**src/rtl/uart_tx_buffered.sv**
```systemverilog
// rtl/uart_tx_buffered.sv - byte FIFO feeding an 8N1 UART transmitter
// Frames run back to back whenever the FIFO holds data at the end of a stop bit.
module uart_tx_buffered #(
    parameter int CLK_DIV         = 868,
    parameter int FIFO_DEPTH_LOG2 = 4
) (
    input  logic                       clk,
    input  logic                       reset,
    input  logic [31:0]                din,
    input  logic                       we,
    output logic                       txd,
    output logic                       busy,
    output logic                       full,
    output logic [FIFO_DEPTH_LOG2:0]   level,
    output logic                       overflow
);
    localparam int DEPTH = 1 << FIFO_DEPTH_LOG2;
    localparam int PW    = FIFO_DEPTH_LOG2;
    localparam int LW    = FIFO_DEPTH_LOG2 + 1;
    localparam int CW    = (CLK_DIV > 1) ? $clog2(CLK_DIV) : 1;

    localparam logic [CW-1:0] RELOAD  = CW'(CLK_DIV - 1);
    localparam logic [CW-1:0] CNT_ONE = CW'(1);
    localparam logic [PW-1:0] PTR_ONE = PW'(1);
    localparam logic [LW-1:0] LVL_ONE = LW'(1);
    localparam logic [LW-1:0] LVL_MAX = LW'(DEPTH);

    typedef enum logic [1:0] {IDLE, START, DATA, STOP} state_t;

    state_t         state;
    logic [CW-1:0]  cnt;
    logic [2:0]     bit_idx;
    logic [7:0]     shift;
    logic [7:0]     mem [DEPTH];
    logic [PW-1:0]  wr_ptr;
    logic [PW-1:0]  rd_ptr;
    logic           push;
    logic           pop;
    logic           bit_end;
    logic           unused_din;

    assign unused_din = ^din[31:8];
    assign full       = (level == LVL_MAX);
    assign push       = we && !full;
    assign bit_end    = (cnt == '0);
    // A byte pushed into an empty FIFO is not visible to pop until the next edge.
    assign pop        = (level != '0) && ((state == IDLE) || (state == STOP && bit_end));
    assign busy       = (state != IDLE) || (level != '0);

    always_ff @(posedge clk) begin
        if (push)
            mem[wr_ptr] <= din[7:0];
    end

    always_ff @(posedge clk or posedge reset) begin
        if (reset) begin
            state    <= IDLE;
            txd      <= 1'b1;
            cnt      <= '0;
            bit_idx  <= '0;
            shift    <= '0;
            wr_ptr   <= '0;
            rd_ptr   <= '0;
            level    <= '0;
            overflow <= 1'b0;
        end else begin
            if (push)
                wr_ptr <= wr_ptr + PTR_ONE;
            if (pop)
                rd_ptr <= rd_ptr + PTR_ONE;
            if (we && full)
                overflow <= 1'b1;
            case ({push, pop})
                2'b10:   level <= level + LVL_ONE;
                2'b01:   level <= level - LVL_ONE;
                default: level <= level;
            endcase

            case (state)
                IDLE: begin
                    if (pop) begin
                        shift <= mem[rd_ptr];
                        state <= START;
                        txd   <= 1'b0;
                        cnt   <= RELOAD;
                    end
                end
                START: begin
                    if (bit_end) begin
                        state   <= DATA;
                        bit_idx <= '0;
                        txd     <= shift[0];
                        cnt     <= RELOAD;
                    end else begin
                        cnt <= cnt - CNT_ONE;
                    end
                end
                DATA: begin
                    if (bit_end) begin
                        cnt <= RELOAD;
                        if (bit_idx == 3'd7) begin
                            state <= STOP;
                            txd   <= 1'b1;
                        end else begin
                            bit_idx <= bit_idx + 3'd1;
                            shift   <= shift >> 1;
                            txd     <= shift[1];
                        end
                    end else begin
                        cnt <= cnt - CNT_ONE;
                    end
                end
                STOP: begin
                    if (bit_end) begin
                        if (pop) begin
                            shift <= mem[rd_ptr];
                            state <= START;
                            txd   <= 1'b0;
                            cnt   <= RELOAD;
                        end else begin
                            state <= IDLE;
                        end
                    end else begin
                        cnt <= cnt - CNT_ONE;
                    end
                end
                default: state <= IDLE;
            endcase
        end
    end
endmodule

```
**config.mk**
```make
export PLATFORM = sky130hd
export DESIGN_NAME = uart_tx_buffered
export DESIGN_NICKNAME = d
export VERILOG_FILES = /design/src/rtl/uart_tx_buffered.sv
export SDC_FILE = /design/constraint.sdc
export NUM_CORES = 1
export LEC_CHECK = 0
export CORE_ASPECT_RATIO = 0.5
export CORE_MARGIN = 2
export CORE_UTILIZATION = 30
export CTS_CLUSTER_SIZE = 12
export DETAILED_ROUTE_END_ITERATION = 8
export GPL_TIMING_DRIVEN = 1
export MAX_ROUTING_LAYER = met4
export PLACE_DENSITY = 0.47
export SYNTH_ARGS = -nofsm -noshare
export SYNTH_HDL_FRONTEND = slang
export SYNTH_SLANG_ARGS = --single-unit
```
**constraint.sdc**
```tcl
create_clock -name clk -period 4.85 [get_ports clk]
set_clock_uncertainty 0.05 [all_clocks]
set_input_delay 0.97 -clock clk [delete_from_list [all_inputs] [get_ports clk]]
set_output_delay 0.97 -clock clk [all_outputs]
set_load 0.01 [all_outputs]
```
Word level (Yosys, flattened, before mapping)
Memories as Yosys holds them, arrays and structs flattened.
Index checks and enable logic that the tools add are counted.
Operators by class
  reduce and logical (&&, ||, !) cells: 19
  add/subtract/negate cells: 6
  mux-type cells: 29
  eq/ne operators: 13
Operators by type and width (number)
  8-bit 2-to-1 mux: 4
  10-bit 2-to-1 mux: 3
  10-bit one-hot mux with 3 select lines: 1
  8-bit one-hot mux with 3 select lines: 1
  2-bit != test (second input constant): 6
  10-bit logical NOT: 1
  2-bit 2-to-1 mux: 5
  5-bit one-hot mux with 2 select lines: 1
  10-bit by 1-bit subtractor with 10-bit output (second input constant): 1
  3-bit 2-to-1 mux: 3
  4-bit by 1-bit adder with 4-bit output (second input constant): 2
  1-bit 2-to-1 mux: 8
  2-bit one-hot mux with 4 select lines: 1
  4-bit AND reduction: 2
  2-bit equality test (second input constant): 3
  3-bit one-hot mux with 2 select lines: 1
  2-bit nonzero test: 3
  5-bit by 1-bit adder with 5-bit output (second input constant): 1
  5-bit equality test (second input constant): 1
  5-bit AND reduction: 1
  5-bit nonzero test: 1
  5-bit by 1-bit subtractor with 5-bit output (second input constant): 1
  2-bit by 1-bit equality test with 1-bit output (second input constant): 2
  1-bit logical AND: 4
  other kinds (9): 10
Storage, ports and cells
  output and inout bits: 9
  register bits after elaboration: 38
  bits of input ports: 35
  memories: 1
  RAM bits: 128
  word-level logic and storage cells: 77
Memory list
  mem: words 16, width 8, rd ports 1, clocked after Yosys merged registers in 0, wr ports 1, RTL line 34  | logic [7:0] mem [DEPTH];

Logic depth before layout (Yosys ltp)
  depth after elaboration: 7
  mapped depth: 15
  depth with buffers taken out: 12

Least setup slack after synthesis
Ideal clock, no wire load.
  path type: input-to-reg
  from: in we
  to: reg level[4]
  buffers on the path: 2
  required time: 4720 ps
  library setup time: 80 ps
  stages: 12
  arrival time: 2861 ps
  path slack: 1859 ps
  cells stage by stage: and2_1 -> clkbuf_1 -> inv_1 -> ha_1 -> clkbuf_1 -> xor2_1 -> ha_1 -> o21a_1 -> o21ai_0 -> nand3b_1 -> a21oi_1 -> xor2_1
On the way
  longest elaborated chain between the ends: 3
  elaborated cells on any way between the ends: 5
  those cells by class: eq/ne (2); mux (1); reduce/logical (2)
Ends and longest elaborated chain
  start: declaration: RTL line 10  | input logic we,
  1-bit logical AND (*): RTL line 44  | assign push = we && !full;
  2-bit by 1-bit equality test with 1-bit output or 2-bit equality test (tied branches): RTL line 73  | case ({push, pop})
  5-bit one-hot mux with 2 select lines or 2-bit nonzero test (tied branches)
  end signal: assignment: RTL line 74  | 2'b10: level <= level + LVL_ONE;
  end signal: assignment: RTL line 75  | 2'b01: level <= level - LVL_ONE;
  end signal: assignment: RTL line 76  | default: level <= level;
  end: declaration: RTL line 14  | output logic [FIFO_DEPTH_LOG2:0] level,
Every way passes the cells marked *; elsewhere a longest branch is shown, timed or not.
A chain may end at the register's enable or synchronous reset.

Worst setup path after layout
  from: reg level[2]
  to: out busy
On the way
  longest elaborated chain between the ends: 2
Ends and longest elaborated chain
  5-bit nonzero test: RTL line 48  | assign busy = (state != IDLE) || (level != '0);
  1-bit logical OR: RTL line 48
  end: declaration: RTL line 12  | output logic busy,
Every way passes these cells.

==> impl_metrics.toml <==
[routing]
viasPerCell = 4.76
wl_per_cell_um = 18.6
route.vias.total = 4107
wirelength_um = 16000
drtPass1Iterations = 4
drt_iter0_drc = 336
drc = 0
drtAntennaViolNets = 0

[worst_setup_path]
cp.arrival_ns = 2.38
reg2reg_to = "level[4]"
worstSetupStartpoint = "level[2]"
start_kind = "flop"
crit_type = "flop to output pin"
rrSetupSlack_ns = 1.83
crit_required_ns = 3.83
endpoint = "busy"
path_max_fanout = 9
cp-end-kind = "output pin"
worstReg2RegStart = "cnt[2]"
reg2regPathDepth = 11

[pwr]
seqPwrFrac_pct = 39.1
clock_power_share_pct = 26.7
cellPowerDensity_nw_per_um2 = 630
internal_power_w = 0.00347
total_power_w = 0.00538
p_leak_nw = 3.00
p_comb_share_pct = 34.1
p_sw_share_pct = 35.6
power.switching_w = 0.00191
ir_drop_uv = 300

[synth]
synth-compound-area-share_pct = 8.71
yosys.area_share.simple_pct = 7.75
seq_area_frac_synth_pct = 64.8
yosys.area.top_type = "edfxtp_1"
syn_avg_cell_area_um2 = 15.0
synth_top_family_by_area = "multiplexers"
yosysTopAreaCellShare_pct = 52.0
synth-xor-area-share_pct = 1.78
synthAdderAreaFrac_pct = 3.21
ys_types = 66
synth_flop_cell = "edfxtp_1"
ys_ff_latch = 166
synthArstFlopShare_pct = 22.9
synth-edff-count = 128
muxShareOfSynthArea_pct = 10.9
yosysWarnings = 0
syn_nets = 546
syn_area_um2 = 7400
synthTopCellsByArea = "edfxtp_1 (52%), dfrtp_1 (13%), mux4_2 (6.1%), mux2i_1 (3.9%), ha_1 (3.2%)"
synth_cells = 492

[clock_tree]
htree_levels = 4
clockBufferDepth = 2
cts_tree = "built"
cts_made_buffers = 17
post_cts_buffers = 0
ctsHoldBuffers = 0
cts_root_buf = "clkbuf_16"
worstSkewPairLatency_ns = 0.44
clock-sinks = 166
cts.repair.resized = 0
clk_pin_slew_ns = 0.06

[global_routing]
grt_max_degree = 39
grt_pass1_vias = 4143
antenna_found_initial = 0
grt_usage_pct = 13.6
overflow = 0
grt_pass1_wl_um = 24500

[floorplanning]
core_area_um2 = 24100
fp-row-count = 40
start_util_pct = 30.7
die_w_um = 226
die_h_um = 115
top_level_ports = 44
die-area_um2 = 26000

[flow_run]
cap_violations = 0

[sta]
post-route-period-util_pct = 70.2
fmax_mhz = 294
tightest_slew_ns = 0.997
tns_ns = 0
hold_viol_final = 0
rsz0062_at_grt = "no"
period_needed_ns = 3.40
setup_viol = 0
maxSlewViolCount = 0
relSlewSlack_pct = 31.8
finalWorstSetupSlack_ns = 1.45

[cells_and_area]
drive_above_1_share_pct = 15.6
layout.cells.most_common = "edfxtp_1"
diodes = 0
layout-area-overhead-vs-synth_pct = 15.6
layout_common_cells = "edfxtp_1 (128), dfrtp_1 (36), nor2_1 (29), mux2i_1 (29), nand2_1 (22)"
nets = 567

[place]
gp_congestion = 0.741
dp_hpwl_um = 10300
io_buffers = 19
dpl_worst_slack_ns = 1.21

[hold_path]
whs_path_depth = 1
min_from = "overflow"
worstHoldPathType = "flop to flop"

[outcome]
outcome = "finished clean"
-- synth_stat cells (2+ instances only) --
master / count
o22ai_1: 5
mux4_2: 20
xnor2_1: 7
nand2_1: 22
o21a_1: 5
nand2b_1: 5
a22oi_1: 13
o21ai_1: 4
nor3_1: 11
a31o_2: 2
xor2_1: 8
a21oi_2: 2
a21oi_1: 17
mux2_1: 2
and3_1: 3
nor2_1: 29
buf_2: 6
clkbuf_1: 10
nor2_2: 2
nand4_1: 2
nor4b_1: 2
nor3b_1: 3
o22a_1: 4
buf_4: 4
a211oi_1: 2
o311ai_0: 4
dfrtp_1: 37
nor4_1: 3
buf_6: 4
mux2_2: 4
inv_1: 15
mux2i_1: 29
buf_1: 2
o21ai_0: 10
ha_1: 19
a21o_1: 2
a22o_1: 6
nor2b_1: 3
or3_1: 2
a31oi_1: 4
edfxtp_1: 128
and2_1: 3
nand3_1: 4
-- layout make-up --
| cell class | count | area [um^2] |
|---|---|---|
| clock buffer | 19 | 433 |
| clock inverter | 13 | 190 |
| fill | 2351 | 15600 |
| inverter | 15 | 56.3 |
| multi-input combinational | 285 | 2390 |
| sequential | 166 | 4800 |
| tap | 336 | 420 |
| timing repair buffer | 28 | 258 |
-- how the worst min path moves through the flow --
stage / to / slack [ns]
after floorplan: shift[2] / 0.41
after global placement: overflow / 0.39
after detailed placement: overflow / 0.40
after CTS: overflow / 0.42
after global routing: overflow / 0.43
final: overflow / 0.41
-- registers in the layout (all words and copies together), names as in the netlist --
signal	cells
txd	1
state	2
level	5
overflow	1
bit_idx	3
rd_ptr	4
cnt	10
mem	128
shift	8
wr_ptr	4
-- worst max-delay path, stage by stage, from the launching register on --
cell,delay (ns)
dfrtp_1,0.49
or4_4,0.60
nor3_2,0.29
inv_1,0.08
clkdlybuf4s50_1,0.49
-- power groups by stage --
stage | Combinational [W] | Sequential [W] | Clock (W)
floorplan | 0.00151 | 0.00197 | 0
global placement | 0.00186 | 0.00214 | 0
global route | 0.00205 | 0.00215 | 0.00152
detailed placement | 0.00186 | 0.00214 | 0
finish | 0.00184 | 0.00211 | 0.00144
CTS | 0.00187 | 0.00211 | 0.00147
-- metal layers --
layer / vias to the layer above / part of all wire [%] / global-route usage [%]
li1: 1941 / - / -
met1: 2101 / 49 / 17.6
met2: 50 / 46 / 20.7
met3: 15 / 3.3 / 3.32
met4: 0 / 1.7 / 5.13
met5: - / 0 / -
-- logic make-up (layout without fill, tap and decap cells) --
| logic type | count (synthesis) | after routing |
|---|---|---|
| compound gates | 91 | 91 |
| xor+xnor | 15 | 15 |
| fa+ha+maj | 19 | 19 |
| buf+inv | 41 | 75 |
| flops | 166 | 166 |
| mux | 55 | 55 |
| simple gates | 105 | 105 |
-- through the flow --
stage / hold WS [ns] / instances / util (%) / area (um^2)
after floorplan: 0.414 / 492 / - / 7400
after global placement: 0.391 / 830 / 32.9 / 7930
after detailed placement: 0.403 / 830 / 32.9 / 7930
after CTS: 0.418 / 862 / 35.4 / 8550
after global routing: 0.430 / 862 / 35.4 / 8550
final: 0.411 / 862 / 35.4 / 8550
Power figures use the tool's default switching activity.
